<file path="src/rtl/spi_slave_rx_if.sv">
// Pin and host-side bundle of the SPI slave receiver.
// The slave modport is the endpoint's view; master is the driving side.
interface spi_slave_rx_if #(
   parameter int WIDTH = 16
);
   localparam int CNT_W = $clog2(WIDTH) + 1;

   logic             SCLK;
   logic             CS_N;
   logic             MOSI;
   logic             MISO;
   logic [WIDTH-1:0] tx_data;
   logic             tx_load;
   logic [WIDTH-1:0] rx_data;
   logic             rx_valid;
   logic             frame_err;
   logic             busy;
   logic [CNT_W-1:0] bit_cnt;

   modport slave (
      input  SCLK, CS_N, MOSI, tx_data, tx_load,
      output MISO, rx_data, rx_valid, frame_err, busy, bit_cnt
   );

   modport master (
      output SCLK, CS_N, MOSI, tx_data, tx_load,
      input  MISO, rx_data, rx_valid, frame_err, busy, bit_cnt
   );
endinterface

</file>
<file path="src/rtl/spi_slave_rx.sv">
// SPI slave endpoint: oversamples SCLK/CS_N/MOSI on clk, deserialises a WIDTH-bit
// MSB-first frame and shifts a shadowed reply word out on MISO.
module spi_slave_rx #(
   parameter int WIDTH       = 16,
   parameter int SYNC_STAGES = 2
) (
   input  logic             clk,
   input  logic             reset,
   spi_slave_rx_if.slave    bus
);
   localparam int CNT_W = $clog2(WIDTH) + 1;
   localparam logic [CNT_W-1:0] CNT_FULL = CNT_W'(WIDTH);

   typedef enum logic [1:0] {IDLE, ACTIVE, DONE} state_t;

   function automatic logic [CNT_W-1:0] sat_inc(input logic [CNT_W-1:0] v);
      if (v >= CNT_FULL) return CNT_FULL;
      return v + CNT_W'(1);
   endfunction

   logic [SYNC_STAGES-1:0] sclk_sync;
   logic [SYNC_STAGES-1:0] cs_sync;
   logic [SYNC_STAGES-1:0] mosi_sync;
   logic                   d_sclk;
   logic                   d_cs;

   state_t           state;
   logic [WIDTH-1:0] shadow;
   logic [WIDTH-1:0] tx_shift;
   logic [WIDTH-2:0] rx_shift;
   logic [WIDTH-1:0] rx_data_r;
   logic             rx_valid_r;
   logic             frame_err_r;
   logic             busy_r;
   logic [CNT_W-1:0] bit_cnt_r;

   logic             s_sclk, s_cs, s_mosi;
   logic             rise, fall, cs_fall, cs_rise;
   logic [WIDTH-1:0] rx_next;
   logic [CNT_W-1:0] cnt_next;

   // Equal-depth synchronisers keep SCLK, CS_N and MOSI mutually aligned.
   always_ff @(posedge clk or negedge reset) begin
      if (!reset) begin
         sclk_sync <= '0;
         cs_sync   <= '1;
         mosi_sync <= '0;
         d_sclk    <= 1'b0;
         d_cs      <= 1'b1;
      end else begin
         sclk_sync <= {sclk_sync[SYNC_STAGES-2:0], bus.SCLK};
         cs_sync   <= {cs_sync[SYNC_STAGES-2:0], bus.CS_N};
         mosi_sync <= {mosi_sync[SYNC_STAGES-2:0], bus.MOSI};
         d_sclk    <= s_sclk;
         d_cs      <= s_cs;
      end
   end

   assign s_sclk   = sclk_sync[SYNC_STAGES-1];
   assign s_cs     = cs_sync[SYNC_STAGES-1];
   assign s_mosi   = mosi_sync[SYNC_STAGES-1];
   assign rise     = s_sclk & ~d_sclk;
   assign fall     = ~s_sclk & d_sclk;
   assign cs_fall  = ~s_cs & d_cs;
   assign cs_rise  = s_cs & ~d_cs;
   assign rx_next  = {rx_shift, s_mosi};
   assign cnt_next = sat_inc(bit_cnt_r);

   // Frame FSM; a rise in the same cycle as cs_rise is honoured before the close.
   always_ff @(posedge clk or negedge reset) begin
      if (!reset) begin
         state       <= IDLE;
         shadow      <= '0;
         tx_shift    <= '0;
         rx_shift    <= '0;
         rx_data_r   <= '0;
         rx_valid_r  <= 1'b0;
         frame_err_r <= 1'b0;
         busy_r      <= 1'b0;
         bit_cnt_r   <= '0;
      end else begin
         rx_valid_r  <= 1'b0;
         frame_err_r <= 1'b0;
         if (bus.tx_load) shadow <= bus.tx_data;

         case (state)
            IDLE: begin
               if (cs_fall) begin
                  tx_shift  <= bus.tx_load ? bus.tx_data : shadow;
                  bit_cnt_r <= '0;
                  busy_r    <= 1'b1;
                  state     <= ACTIVE;
               end
            end

            ACTIVE: begin
               if (rise) begin
                  rx_shift  <= rx_next[WIDTH-2:0];
                  bit_cnt_r <= cnt_next;
                  if (cnt_next == CNT_FULL) begin
                     rx_data_r  <= rx_next;
                     rx_valid_r <= 1'b1;
                     state      <= DONE;
                     if (cs_rise) begin
                        state     <= IDLE;
                        busy_r    <= 1'b0;
                        bit_cnt_r <= '0;
                        tx_shift  <= '0;
                     end
                  end else if (cs_rise) begin
                     frame_err_r <= 1'b1;
                     state       <= IDLE;
                     busy_r      <= 1'b0;
                     bit_cnt_r   <= '0;
                     tx_shift    <= '0;
                  end
               end else if (cs_rise) begin
                  frame_err_r <= 1'b1;
                  state       <= IDLE;
                  busy_r      <= 1'b0;
                  bit_cnt_r   <= '0;
                  tx_shift    <= '0;
               end else if (fall && bit_cnt_r < CNT_FULL) begin
                  tx_shift <= {tx_shift[WIDTH-2:0], 1'b0};
               end
            end

            DONE: begin
               // MISO keeps the last bit; extra SCLK edges are ignored here.
               if (cs_rise) begin
                  state     <= IDLE;
                  busy_r    <= 1'b0;
                  bit_cnt_r <= '0;
                  tx_shift  <= '0;
               end
            end

            default: begin
               state  <= IDLE;
               busy_r <= 1'b0;
            end
         endcase
      end
   end

   assign bus.MISO      = tx_shift[WIDTH-1];
   assign bus.rx_data   = rx_data_r;
   assign bus.rx_valid  = rx_valid_r;
   assign bus.frame_err = frame_err_r;
   assign bus.busy      = busy_r;
   assign bus.bit_cnt   = bit_cnt_r;
endmodule

</file>
<file path="src/flat_wrapper.sv">
// flat-port wrapper written by rule: the top's interface ports become plain ports
module spi_slave_rx_flat 
#(
   parameter int WIDTH       = 16,
   parameter int SYNC_STAGES = 2
)
  (clk, reset, bus_SCLK, bus_CS_N, bus_MOSI, bus_tx_data, bus_tx_load, bus_MISO, bus_rx_data, bus_rx_valid, bus_frame_err, bus_busy, bus_bit_cnt);
  spi_slave_rx_if #(.WIDTH(WIDTH)) bus_i ();
  input  logic clk;
  input  logic reset;
  input wire logic [$bits(bus_i.SCLK)-1:0] bus_SCLK;
  input wire logic [$bits(bus_i.CS_N)-1:0] bus_CS_N;
  input wire logic [$bits(bus_i.MOSI)-1:0] bus_MOSI;
  input wire logic [$bits(bus_i.tx_data)-1:0] bus_tx_data;
  input wire logic [$bits(bus_i.tx_load)-1:0] bus_tx_load;
  output wire logic [$bits(bus_i.MISO)-1:0] bus_MISO;
  output wire logic [$bits(bus_i.rx_data)-1:0] bus_rx_data;
  output wire logic [$bits(bus_i.rx_valid)-1:0] bus_rx_valid;
  output wire logic [$bits(bus_i.frame_err)-1:0] bus_frame_err;
  output wire logic [$bits(bus_i.busy)-1:0] bus_busy;
  output wire logic [$bits(bus_i.bit_cnt)-1:0] bus_bit_cnt;
  assign bus_i.SCLK = bus_SCLK;
  assign bus_i.CS_N = bus_CS_N;
  assign bus_i.MOSI = bus_MOSI;
  assign bus_i.tx_data = bus_tx_data;
  assign bus_i.tx_load = bus_tx_load;
  assign bus_MISO = bus_i.MISO;
  assign bus_rx_data = bus_i.rx_data;
  assign bus_rx_valid = bus_i.rx_valid;
  assign bus_frame_err = bus_i.frame_err;
  assign bus_busy = bus_i.busy;
  assign bus_bit_cnt = bus_i.bit_cnt;
  spi_slave_rx #(.WIDTH(WIDTH), .SYNC_STAGES(SYNC_STAGES)) u_core (.clk(clk), .reset(reset), .bus(bus_i));
endmodule
</file>
<file path="config.mk">
export PLATFORM = sky130hd
export DESIGN_NAME = spi_slave_rx_flat
export DESIGN_NICKNAME = d
export VERILOG_FILES = /design/src/rtl/spi_slave_rx_if.sv /design/src/rtl/spi_slave_rx.sv /design/src/flat_wrapper.sv
export SDC_FILE = /design/constraint.sdc
export NUM_CORES = 1
export LEC_CHECK = 0
export CORE_ASPECT_RATIO = 1.75
export CORE_UTILIZATION = 54
export CTS_CLUSTER_SIZE = 10
export DETAILED_ROUTE_END_ITERATION = 6
export PLACE_DENSITY = 0.79
export SKIP_CTS_REPAIR_TIMING = 1
export SLEW_MARGIN = 20
export SYNTH_ARGS = -nofsm -noshare
export SYNTH_HDL_FRONTEND = slang
export SYNTH_SLANG_ARGS = --single-unit
</file>
<file path="constraint.sdc">
create_clock -name clk -period 2.9 [get_ports clk]
set_clock_uncertainty 0.05 [all_clocks]
set_input_delay 0.435 -clock clk [delete_from_list [all_inputs] [get_ports clk]]
set_output_delay 0.435 -clock clk [all_outputs]
set_load 0.005 [all_outputs]
</file>
==> implementation parameters <==
Parameter                              Value

Yosys
  Proportion of synthesized chip area in sequential cells    58.8%
  Warnings from Yosys    0
  Summed instance area of the synthesized netlist    3450 um2
  Syn nets    298
  Cell variety after synth    43
  #FFs+latches synth    81
  Average cell area after synthesis    12.8 um2
  Post-synthesis instance total    270

Layout
  Final net count    347
  Fraction of layout cells with a size suffix above 1    22.6%
  Area used by sequential logic in the layout    2030 um2
  Syn-to-layout area delta    22.3%
  Utilization after layout    68.3%
  FILL cells    466
  Most common cell after layout, fill and taps aside    dfrtp_1
  Final standard cell area without fillers    4220 um2
  Multi-input gate area in the final layout    1270 um2
  Antenna diode count    0
  Final cell count without fillers    403
  Most frequent cells in the layout    dfrtp_1 (78), mux2_2 (47), clkdlybuf4s50_1 (45)

Placed design
  Standard cell area after detailed placement    3970 um2
  Pre-CTS worst setup slack    538 ps
  Port-buffer cells    46
  Detailed placer's ending HPWL    4210 um
  Cell Count Post-Placement    387
  Last weighted congestion value of the routability-driven placer    0.887

Setup path
  CP Cell Sequence    inv_1, ha_1, nor4b_1, o21ba_2, mux2_2
  Reg2reg setup slack    470 ps
  Type of the worst setup path    flip-flop to flip-flop
  Worst R2R Start    u_core.bus.bit_cnt[0]
  Number of cell instances on the worst register-to-register path    5
  Worst reg2reg endpoint    u_core.bus.rx_data[7]
  Slowest CP cell    o21ba_2
  Largest driver fanout on the critical path    17
  Element type at the critical path start    flip-flop
  Arrival time of the worst setup path    2610 ps
  Required time of the worst setup path    3090 ps
  Critical Path Sink Type    flip-flop
  Peak per-stage delay on the critical path    500 ps

Outcome
  Run status    finished, violations left
  Violations in the final reports    negative hold slack

Clocking
  Number of H-tree levels    3
  Library cell used as clock root buffer    clkbuf_8
  Maximum root-to-sink buffer count    2
  CTS buffer count    9
  TritonCTS clock tree    yes
  Number of sinks handled by clock tree synthesis    81
  Clock transition at the registers of the reported paths    80 ps
  Insertion delay to the later sink of the worst-skew pair    350 ps

Pwr
  Part of the power in the clock network    30.2%
  Areal power density over the cells    747 nW/um2
  Comb pwr share    24.0%
  Fraction of power consumed by sequential logic    45.9%
  Net switching power figure    0.890 mW
  Switching Share    28.2%
  Internal    2.27 mW
  Post-layout power    3.16 mW
  Worst vdd ir    0.494 mV
  Static Leakage    1.90 nW

Floorplanning
  Chip Width    62.5 um
  Top-Level Pins    47
  Row count    38
  Effective utilization at floorplan    55.9%
  Core area    6180 um2
  Total Die Area    6730 um2
  Y dimension of the die    108 um

STA
  Unrepaired setup endpoints after global routing    false
  Upper clock frequency limit    412 MHz
  Sum Neg Setup Slack    0 ps
  Final hold violation count    11
  Post-Route Hold Slack    -16.3 ps
  Final WS setup    475 ps
  Final Max Slew Viols    0
  Final critical-path required period    2430 ps
  Final setup violation count    0
  Max_slew headroom    56.7%
  Fraction of the cycle the final worst path needs    83.6%
  Least-Margin Pin Slew    647 ps

Global route
  Pin count of the biggest net entering global routing    82
  Global route total overflow    0
  Overall track demand over capacity in global routing    20.2%
  First-pass GRT wire length    10300 um
  Via count of the first global-routing pass    2265
  Number of antenna violations at the first check in global routing    0

Detailed routing
  Iteration-0 DRC count of the detailed router    70
  Drt via density    5.57
  DRT antenna net count    0
  Post-route DRC violation count    0
  Avg WL per Cell    15.2 um
  Iteration count of the initial detailed-routing pass    4
  DRT Wirelength    6140 um
  Via count of the routed design    2245

Min path
  Worst min-delay path class    input port to async pin

Flow run
  # Max-Cap Violations    0
## worst max-delay path by stage
stage | startpoint | endpoint | cells after the start
final | u_core.bus.bit_cnt[0] | u_core.bus.rx_data[7] | 5
after global routing | u_core.bus.bit_cnt[0] | u_core.bus.rx_data[4] | 5
after CTS | u_core.bus.bit_cnt[0] | u_core.bus.rx_data[14] | 5
after detailed placement | u_core.bus.bit_cnt[0] | u_core.bus.rx_data[7] | 5
after global placement | u_core.bus.bit_cnt[0] | u_core.bus.rx_data[1] | 5
after floorplan | u_core.bus.bit_cnt[0] | u_core.bus.rx_data[10] | 7
## flip-flops by register name (all words and copies together) (netlist names)
signal and flops:
u_core.bus.frame_err 1, u_core.sclk_sync 2, u_core.bus.busy 1, u_core.tx_shift 16, u_core.d_cs 1, u_core.bus.rx_data 16, u_core.d_sclk 1, u_core.rx_shift 15
u_core.mosi_sync 2, u_core.shadow 16, u_core.bus.rx_valid 1, u_core.state 2, u_core.bus.bit_cnt 5, u_core.cs_sync 2
## power groups by stage
stage	Combinational, mW	Clock, mW	Sequential (mW)
3_5_place_dp	0.754	0	1.47
4_1_cts	0.761	0.979	1.45
2_1_floorplan	0.559	0	1.43
6_report	0.757	0.952	1.45
5_1_grt	0.839	1.02	1.47
3_3_place_gp	0.736	0	1.46
## critical path: cells and delay by family, from the launching register on
| family | cells | cell delay, ps |
|---|---|---|
| fa+ha+maj | 1 | 330 |
| buf+inv | 1 | 90 |
| flops | 1 | 470 |
| compound gates | 1 | 500 |
| simple gates | 1 | 470 |
| mux | 1 | 400 |
## area by class of cell
class / instances / share of cell area (%)
sequential: 81 / 48.1
multi-input combinational: 155 / 30.2
timing repair buffer: 51 / 12.0
clock buffer: 10 / 3.02
clock inverter: 5 / 2.46
tap: 80 / 2.37
inverter: 21 / 1.87
## cells by family (layout without fill, tap and decap cells)
kind of cell             count (synthesis)  count (layout)  synth area share (%)
flip-flops                              81              81                  58.8
multiplexers                            47              47                  15.3
AND/OR/NAND/NOR                         47              47                  7.21
buffers and inverters                   34              87                  4.28
adder cells (fa/ha/maj)                  6               6                  2.17
AO/OA/AOI/OAI                           54              54                  12.0
XOR/XNOR                                 1               1                 0.254
## per-layer routing
layer	share of wire, %	vias up	track usage (%)
li1	-	1059	-
met1	39	1121	22.2
met2	54	56	34.6
met3	5.6	9	6.04
met4	1.9	0	11.3
met5	0	-	0
## cell usage after synthesis
master     instances  share of area [%]
nand4_1            1               0.18
a221o_1           12                3.5
dfstp_2            3                2.3
buf_1              1               0.11
and3_1             3               0.54
buf_6              2               0.65
a211o_4            1               0.51
and4_4             1               0.33
a211o_1            1               0.25
o32a_1             1               0.29
nor2_1             9               0.98
nor3b_1            1               0.22
and2_1             1               0.18
a21boi_0           1               0.22
o22ai_1            1               0.18
o21ba_2            1               0.29
o21a_1             1               0.22
o21ai_0           11                1.6
dfrtp_1           78                 57
a22o_1             3               0.76
clkbuf_2           1               0.14
clkbuf_1           6               0.65
a21oi_1           10                1.4
a221oi_1           1               0.25
ha_1               6                2.2
nand2_1            7               0.76
buf_2              3               0.43
xnor2_1            1               0.25
a41oi_1            1               0.25
nor3_1            13                1.9
a32o_1             2               0.58
mux2_2            47                 15
nor4b_1            1               0.25
inv_1             21                2.3
nand3b_1           1               0.22
o211ai_1           2               0.43
nor2b_1            2               0.36
a2111oi_1          1               0.29
or3b_1             1               0.25
a21o_1             3               0.65
o32ai_1            1               0.25
nand3_1            1               0.14
nand2b_1           5               0.91
(Power assumes the default switching activity.)
